===== config.mk =====
export PLATFORM = sky130hd
export DESIGN_NAME = ascon_block_packer
export DESIGN_NICKNAME = d
export VERILOG_FILES = /design/src/rtl/ascon_pack.sv /design/src/rtl/ascon_block_packer.sv
export SDC_FILE = /design/constraint.sdc
export NUM_CORES = 1
export LEC_CHECK = 0
export BUFFER_PORTS_ARGS = -buffer_cell sky130_fd_sc_hd__buf_2
export CORE_AREA = 2 2 96 144
export DETAILED_ROUTE_END_ITERATION = 6
export DIE_AREA = 0 0 98 146
export GPL_ROUTABILITY_DRIVEN = 0
export PLACE_DENSITY = 0.87
export SYNTH_ARGS = -nofsm -noshare
export SYNTH_HDL_FRONTEND = slang
export SYNTH_SLANG_ARGS = --single-unit

===== constraint.sdc =====
create_clock -name clk -period 3 [get_ports clk]
set_input_delay 0.3 -clock clk [delete_from_list [all_inputs] [get_ports clk]]
set_output_delay 0.3 -clock clk [all_outputs]
set_load 0.02 [all_outputs]

===== src/rtl/ascon_pack.sv =====
// Shared constants, state encoding and padding helper for the Ascon block packer.
package ascon_pack;

  localparam int unsigned WORD_WIDTH      = 32;
  localparam int unsigned WORDS_PER_BLOCK = 4;
  localparam int unsigned BLOCK_WIDTH     = WORD_WIDTH * WORDS_PER_BLOCK;
  localparam int unsigned BLOCK_BYTES     = BLOCK_WIDTH / 8;
  localparam logic [7:0]  PAD_BYTE        = 8'h01;

  typedef enum logic [1:0] {
    FILL,
    EMIT,
    EMIT_PAD
  } packer_state_t;

  // Byte n becomes the pad marker; every byte above it is zeroed.
  function automatic logic [BLOCK_WIDTH-1:0] pad_block(input logic [BLOCK_WIDTH-1:0] blk,
                                                       input logic [4:0]             n);
    logic [BLOCK_WIDTH-1:0] r;
    r = blk;
    for (int i = 0; i < int'(BLOCK_BYTES); i++) begin
      if (5'(i) == n) begin
        r[8*i +: 8] = PAD_BYTE;
      end else if (5'(i) > n) begin
        r[8*i +: 8] = 8'h00;
      end
    end
    return r;
  endfunction

endpackage


===== src/rtl/ascon_block_packer.sv =====
// Packs 32-bit bus words into 128-bit little-endian rate blocks and applies Ascon padding
// to the final block of each stream, with a separate pad-only block on exact multiples.
module ascon_block_packer #(
  parameter int unsigned WORD_WIDTH  = ascon_pack::WORD_WIDTH,
  parameter int unsigned BLOCK_WIDTH = ascon_pack::BLOCK_WIDTH
) (
  input  logic                   clk,
  input  logic                   rst_n,
  input  logic                   clear_i,
  input  logic                   word_valid_i,
  output logic                   word_ready_o,
  input  logic [WORD_WIDTH-1:0]  word_i,
  input  logic                   word_last_i,
  input  logic [2:0]             word_bytes_i,
  output logic                   blk_valid_o,
  input  logic                   blk_ready_i,
  output logic [BLOCK_WIDTH-1:0] blk_data_o,
  output logic                   blk_last_o,
  output logic [4:0]             blk_bytes_o
);
  import ascon_pack::*;

  packer_state_t          state_q, state_d;
  logic [2:0]             word_cnt_q, word_cnt_d;
  logic                   pad_pending_q, pad_pending_d;
  logic [BLOCK_WIDTH-1:0] block_q, block_d;
  logic                   last_q, last_d;
  logic [4:0]             bytes_q, bytes_d;

  logic [2:0]            bytes_eff;
  logic [WORD_WIDTH-1:0] word_masked;
  logic [4:0]            n;
  logic                  accept;

  assign word_ready_o = (state_q == FILL);
  assign blk_valid_o  = (state_q != FILL);
  assign blk_data_o   = block_q;
  assign blk_last_o   = last_q;
  assign blk_bytes_o  = bytes_q;

  assign accept = word_valid_i & word_ready_o;

  always_comb begin
    // Non-last words always count as full; oversized counts on a last word clamp to 4.
    bytes_eff = 3'd4;
    if (word_last_i) begin
      bytes_eff = (word_bytes_i > 3'd4) ? 3'd4 : word_bytes_i;
    end
    word_masked = word_i;
    for (int j = 0; j < WORD_WIDTH / 8; j++) begin
      if (3'(j) >= bytes_eff) begin
        word_masked[8*j +: 8] = 8'h00;
      end
    end
    n = 5'({word_cnt_q[1:0], 2'b00}) + 5'(bytes_eff);
  end

  always_comb begin
    state_d       = state_q;
    word_cnt_d    = word_cnt_q;
    pad_pending_d = pad_pending_q;
    block_d       = block_q;
    last_d        = last_q;
    bytes_d       = bytes_q;

    if (clear_i) begin
      state_d       = FILL;
      word_cnt_d    = 3'd0;
      pad_pending_d = 1'b0;
      block_d       = '0;
      last_d        = 1'b0;
      bytes_d       = 5'd0;
    end else begin
      unique case (state_q)
        FILL: begin
          if (accept) begin
            for (int k = 0; k < int'(WORDS_PER_BLOCK); k++) begin
              if (word_cnt_q[1:0] == 2'(k)) begin
                block_d[k*WORD_WIDTH +: WORD_WIDTH] = word_masked;
              end
            end
            word_cnt_d = word_cnt_q + 3'd1;
            if (word_last_i || word_cnt_q == 3'd3) begin
              state_d = EMIT;
              last_d  = 1'b0;
              bytes_d = 5'd16;
              if (word_last_i && n < 5'd16) begin
                block_d = pad_block(block_d, n);
                last_d  = 1'b1;
                bytes_d = n;
              end else if (word_last_i) begin
                pad_pending_d = 1'b1;
              end
            end
          end
        end
        EMIT: begin
          if (blk_ready_i) begin
            if (pad_pending_q) begin
              state_d       = EMIT_PAD;
              block_d       = BLOCK_WIDTH'(PAD_BYTE);
              last_d        = 1'b1;
              bytes_d       = 5'd0;
              pad_pending_d = 1'b0;
            end else begin
              state_d    = FILL;
              word_cnt_d = 3'd0;
              block_d    = '0;
              last_d     = 1'b0;
              bytes_d    = 5'd0;
            end
          end
        end
        EMIT_PAD: begin
          if (blk_ready_i) begin
            state_d    = FILL;
            word_cnt_d = 3'd0;
            block_d    = '0;
            last_d     = 1'b0;
            bytes_d    = 5'd0;
          end
        end
        default: state_d = FILL;
      endcase
    end
  end

  always_ff @(posedge clk or negedge rst_n) begin
    if (!rst_n) begin
      state_q       <= FILL;
      word_cnt_q    <= 3'd0;
      pad_pending_q <= 1'b0;
      block_q       <= '0;
      last_q        <= 1'b0;
      bytes_q       <= 5'd0;
    end else begin
      state_q       <= state_d;
      word_cnt_q    <= word_cnt_d;
      pad_pending_q <= pad_pending_d;
      block_q       <= block_d;
      last_q        <= last_d;
      bytes_q       <= bytes_d;
    end
  end

endmodule


==> flow_metrics.tcl <==
set metrics [dict create \
    avgViaCountPerCell 6.15 \
    cts_resized 0 \
    top_library_cells_by_usage_in_the_layout_fill_and_taps_aside "sky130_fd_sc_hd__buf_2, sky130_fd_sc_hd__dfrtp_1, sky130_fd_sc_hd__nor2_1, sky130_fd_sc_hd__nand2_1, sky130_fd_sc_hd__a21oi_1" \
    postRouteAntennaNets 0 \
    grt_first_pass_wirelength_mm 32.5 \
    portBuffers 176 \
    boundaryPins 177 \
    nNetsFinal 920 \
    placement_rows 51 \
    route.detailed.wl_per_inst_um 19.3 \
    drt_pre_antenna_iters 5 \
    outcome "completed" \
    detailroute.via_count 6397 \
    final_common_cell "sky130_fd_sc_hd__buf_2" \
    power-per-cell-area_nw_per_um2 675 \
    worstMarginPinSlew_ns 1.00 \
    power.ir.vdd_worst_uv 406 \
    place_worst_setup_slack_ns 0.147 \
    timing.hold.worst.class "in2reg" \
    final_period_minus_worst_setup_slack_ns 2.62 \
    cts_made_buffers 17 \
    ctsLongestPathBuffers 2 \
    hold_violations 0 \
    cts_max_level 4 \
    critPathTopFamily "simple AND/OR/NAND/NOR gates" \
    crit_path_start_kind "flop" \
    x_dimension_of_the_die_um 98 \
    cts.sinks 140 \
    grt_pass1_vias 6303 \
    yosys_most_used_dff "sky130_fd_sc_hd__dfrtp_1" \
    chipHeight_um 146 \
    final_cycle_utilization_of_the_critical_path 0.874 \
    grt_setup_unrepaired "no" \
    post-route-drc-count 0 \
    critical_path.endpoint_type "flop" \
    ctsRootBufferMaster "sky130_fd_sc_hd__clkbuf_16" \
    stdcell_count 1040 \
    max_cap_violations 0 \
    detailed_place_hpwl_mm 14.4 \
    fin_setup_tns_ns 0 \
    drv_slew 0 \
    core_area_um2 13000 \
    critical_path.max_stage_delay_ns 0.57 \
    tritoncts "yes" \
    syn-num-nets 747 \
    clock_insertion_delay_worst_skew_ns 0.42 \
    synth.yosys.warnings 0 \
    final_critical_path_setup_slack_ns 0.379 \
    cells_after_synth 694 \
    clk_pin_slew_worst_setup_hold_paths_ns 0.06 \
    skew_ns 0.00827 \
    multi_input_area_um2 3010 \
    grt_use_total 0.284 \
    worst_ep_required_time_ns 3.29 \
    p_leak_nw 4.29 \
    postLayoutCellArea_um2 8400 \
    critPathSlowestCell "sky130_fd_sc_hd__ha_1" \
    synthArstFlopShare 1.00 \
    synth_sequential_area_ratio 0.517 \
    placed_cell_area_um2 7800 \
    grt.overflow.total 0 \
    initial_core_utilization 0.523 \
    synth_area_um2 6770 \
    avgSynthCellArea_um2 9.76 \
    max_freq_mhz 381 \
    post_synth_num_cell_types 74 \
    synth-seq-cells 140 \
    critPathMaxFanout 14 \
    drt_iter0_drc 761 \
    sequential_cell_area_um2 3500 \
    post_route_cells_drive_above_1_share 0.293 \
    setup-violations-final 0 \
    crit_type "reg2reg" \
    holdWs_ns 0.145 \
    timing.critical_path.cells "ha_1 -> ha_1 -> nor2b_1 -> o21ai_0 -> buf_4 -> nor3b_1 -> nor2_1 -> nor2_1" \
    die_area_um2 14300 \
    synth_enable_flop_cells 0 \
    cp_data_arrival_time_ns 2.91 \
    syn_to_final_growth_pct 24.1 \
    dp.cells 1006 \
    grt_antenna_before_repair 2 \
    grt_max_degree 71 \
    slew-limit-headroom 0.332 \
    wirelength_routed_mm 20.1 \
    critPathBufInv 1 \
    fillerInstances 1055 \
]
==> cell usage after synthesis, types with 6 or more instances <==
cell,number,share of area
sky130_fd_sc_hd__nor3_1,7,0.0052
sky130_fd_sc_hd__dfrtp_1,140,0.52
sky130_fd_sc_hd__nand2b_1,9,0.0083
sky130_fd_sc_hd__buf_2,23,0.017
sky130_fd_sc_hd__nor2b_1,7,0.0065
sky130_fd_sc_hd__nor2_1,109,0.060
sky130_fd_sc_hd__and3_1,6,0.0055
sky130_fd_sc_hd__ha_1,12,0.022
sky130_fd_sc_hd__a32o_1,23,0.034
sky130_fd_sc_hd__o21ai_0,46,0.034
sky130_fd_sc_hd__nand2_1,79,0.044
sky130_fd_sc_hd__nand3_1,22,0.016
sky130_fd_sc_hd__mux2_2,6,0.010
sky130_fd_sc_hd__a21oi_1,58,0.043
sky130_fd_sc_hd__inv_1,12,0.0067
sky130_fd_sc_hd__o2bb2ai_1,7,0.0091
sky130_fd_sc_hd__a32oi_1,7,0.0091
sky130_fd_sc_hd__a2bb2oi_1,8,0.010
sky130_fd_sc_hd__clkbuf_1,9,0.0050
==> logic make-up after synthesis <==
logic type,after synthesis,synth area share
multiplexers,9,0.0144
AO/OA/AOI/OAI,198,0.207
buffers and inverters,54,0.0388
AND/OR/NAND/NOR,281,0.200
flip-flops,140,0.517
adder cells (fa/ha/maj),12,0.0222
==> sequential cells by signal, indices dropped and copies added (netlist names) <==
register       cells
blk_bytes_o        5
blk_last_o         1
word_cnt_q         3
state_q            2
blk_data_o       128
pad_pending_q      1
==> final timing paths <==
check | from | endpoint | slack (ns) | cells after the start
max | word_cnt_q[0] | blk_data_o[97] | 0.38 | 8
min | word_i[2] | blk_data_o[66] | 0.15 | 3
max reg2reg | word_cnt_q[0] | blk_data_o[97] | 0.38 | 8
min reg2reg | blk_data_o[72] | blk_data_o[72] | 0.48 | 1
max in group asynchronous | rst_n | blk_data_o[112] | 1.79 | 3
min in group asynchronous | rst_n | blk_data_o[27] | 0.44 | 2
==> where the power goes <==
| group | internal (mW) | switching [mW] | leakage, nW |
|---|---|---|---|
| Sequential | 2.02 | 0.0865 | 1.94 |
| Combinational | 0.435 | 1.01 | 2.07 |
| Clock | 1.24 | 0.876 | 0.284 |
| Total | 3.70 | 1.97 | 4.29 |
==> timing repair <==
| item | CTS | global route |
|---|---|---|
| hold buffers | 1 | 0 |
| endpoints found under the hold margin | 68 | 0 |
| buffers inserted | 0 | 0 |
==> worst min-delay path, delay by kind of cell <==
| family | cells | cell delay (ns) |
|---|---|---|
| AO/OA/AOI/OAI | 1 | 0.05 |
| buffers and inverters | 1 | 0.11 |
| AND/OR/NAND/NOR | 1 | 0.06 |
==> layer usage <==
metal	vias up	share of wire	track usage
met5	-	0.00065	0
met4	2	0.054	0.158
met3	101	0.080	0.0701
met2	371	0.50	0.474
met1	3081	0.36	0.333
li1	2842	-	-
==> metrics by stage <==
stage | total power, mW | utilization
3_5_place_dp | 3.55 | 0.602
4_1_cts | 5.66 | 0.648
2_1_floorplan | 3.08 | -
3_3_place_gp | 3.52 | 0.602
6_report | 5.67 | 0.649
5_1_grt | 5.89 | 0.649
==> final cells by class <==
cell class              instances  area share
diodes                          1    0.000298
inverters                      12     0.00536
well taps                     159      0.0237
multi-input cells             500       0.359
clock inverters                14      0.0188
flip-flops and latches        140       0.417
clock buffers                  18      0.0511
repair buffers                196       0.125
Power figures use the tool's default switching activity.
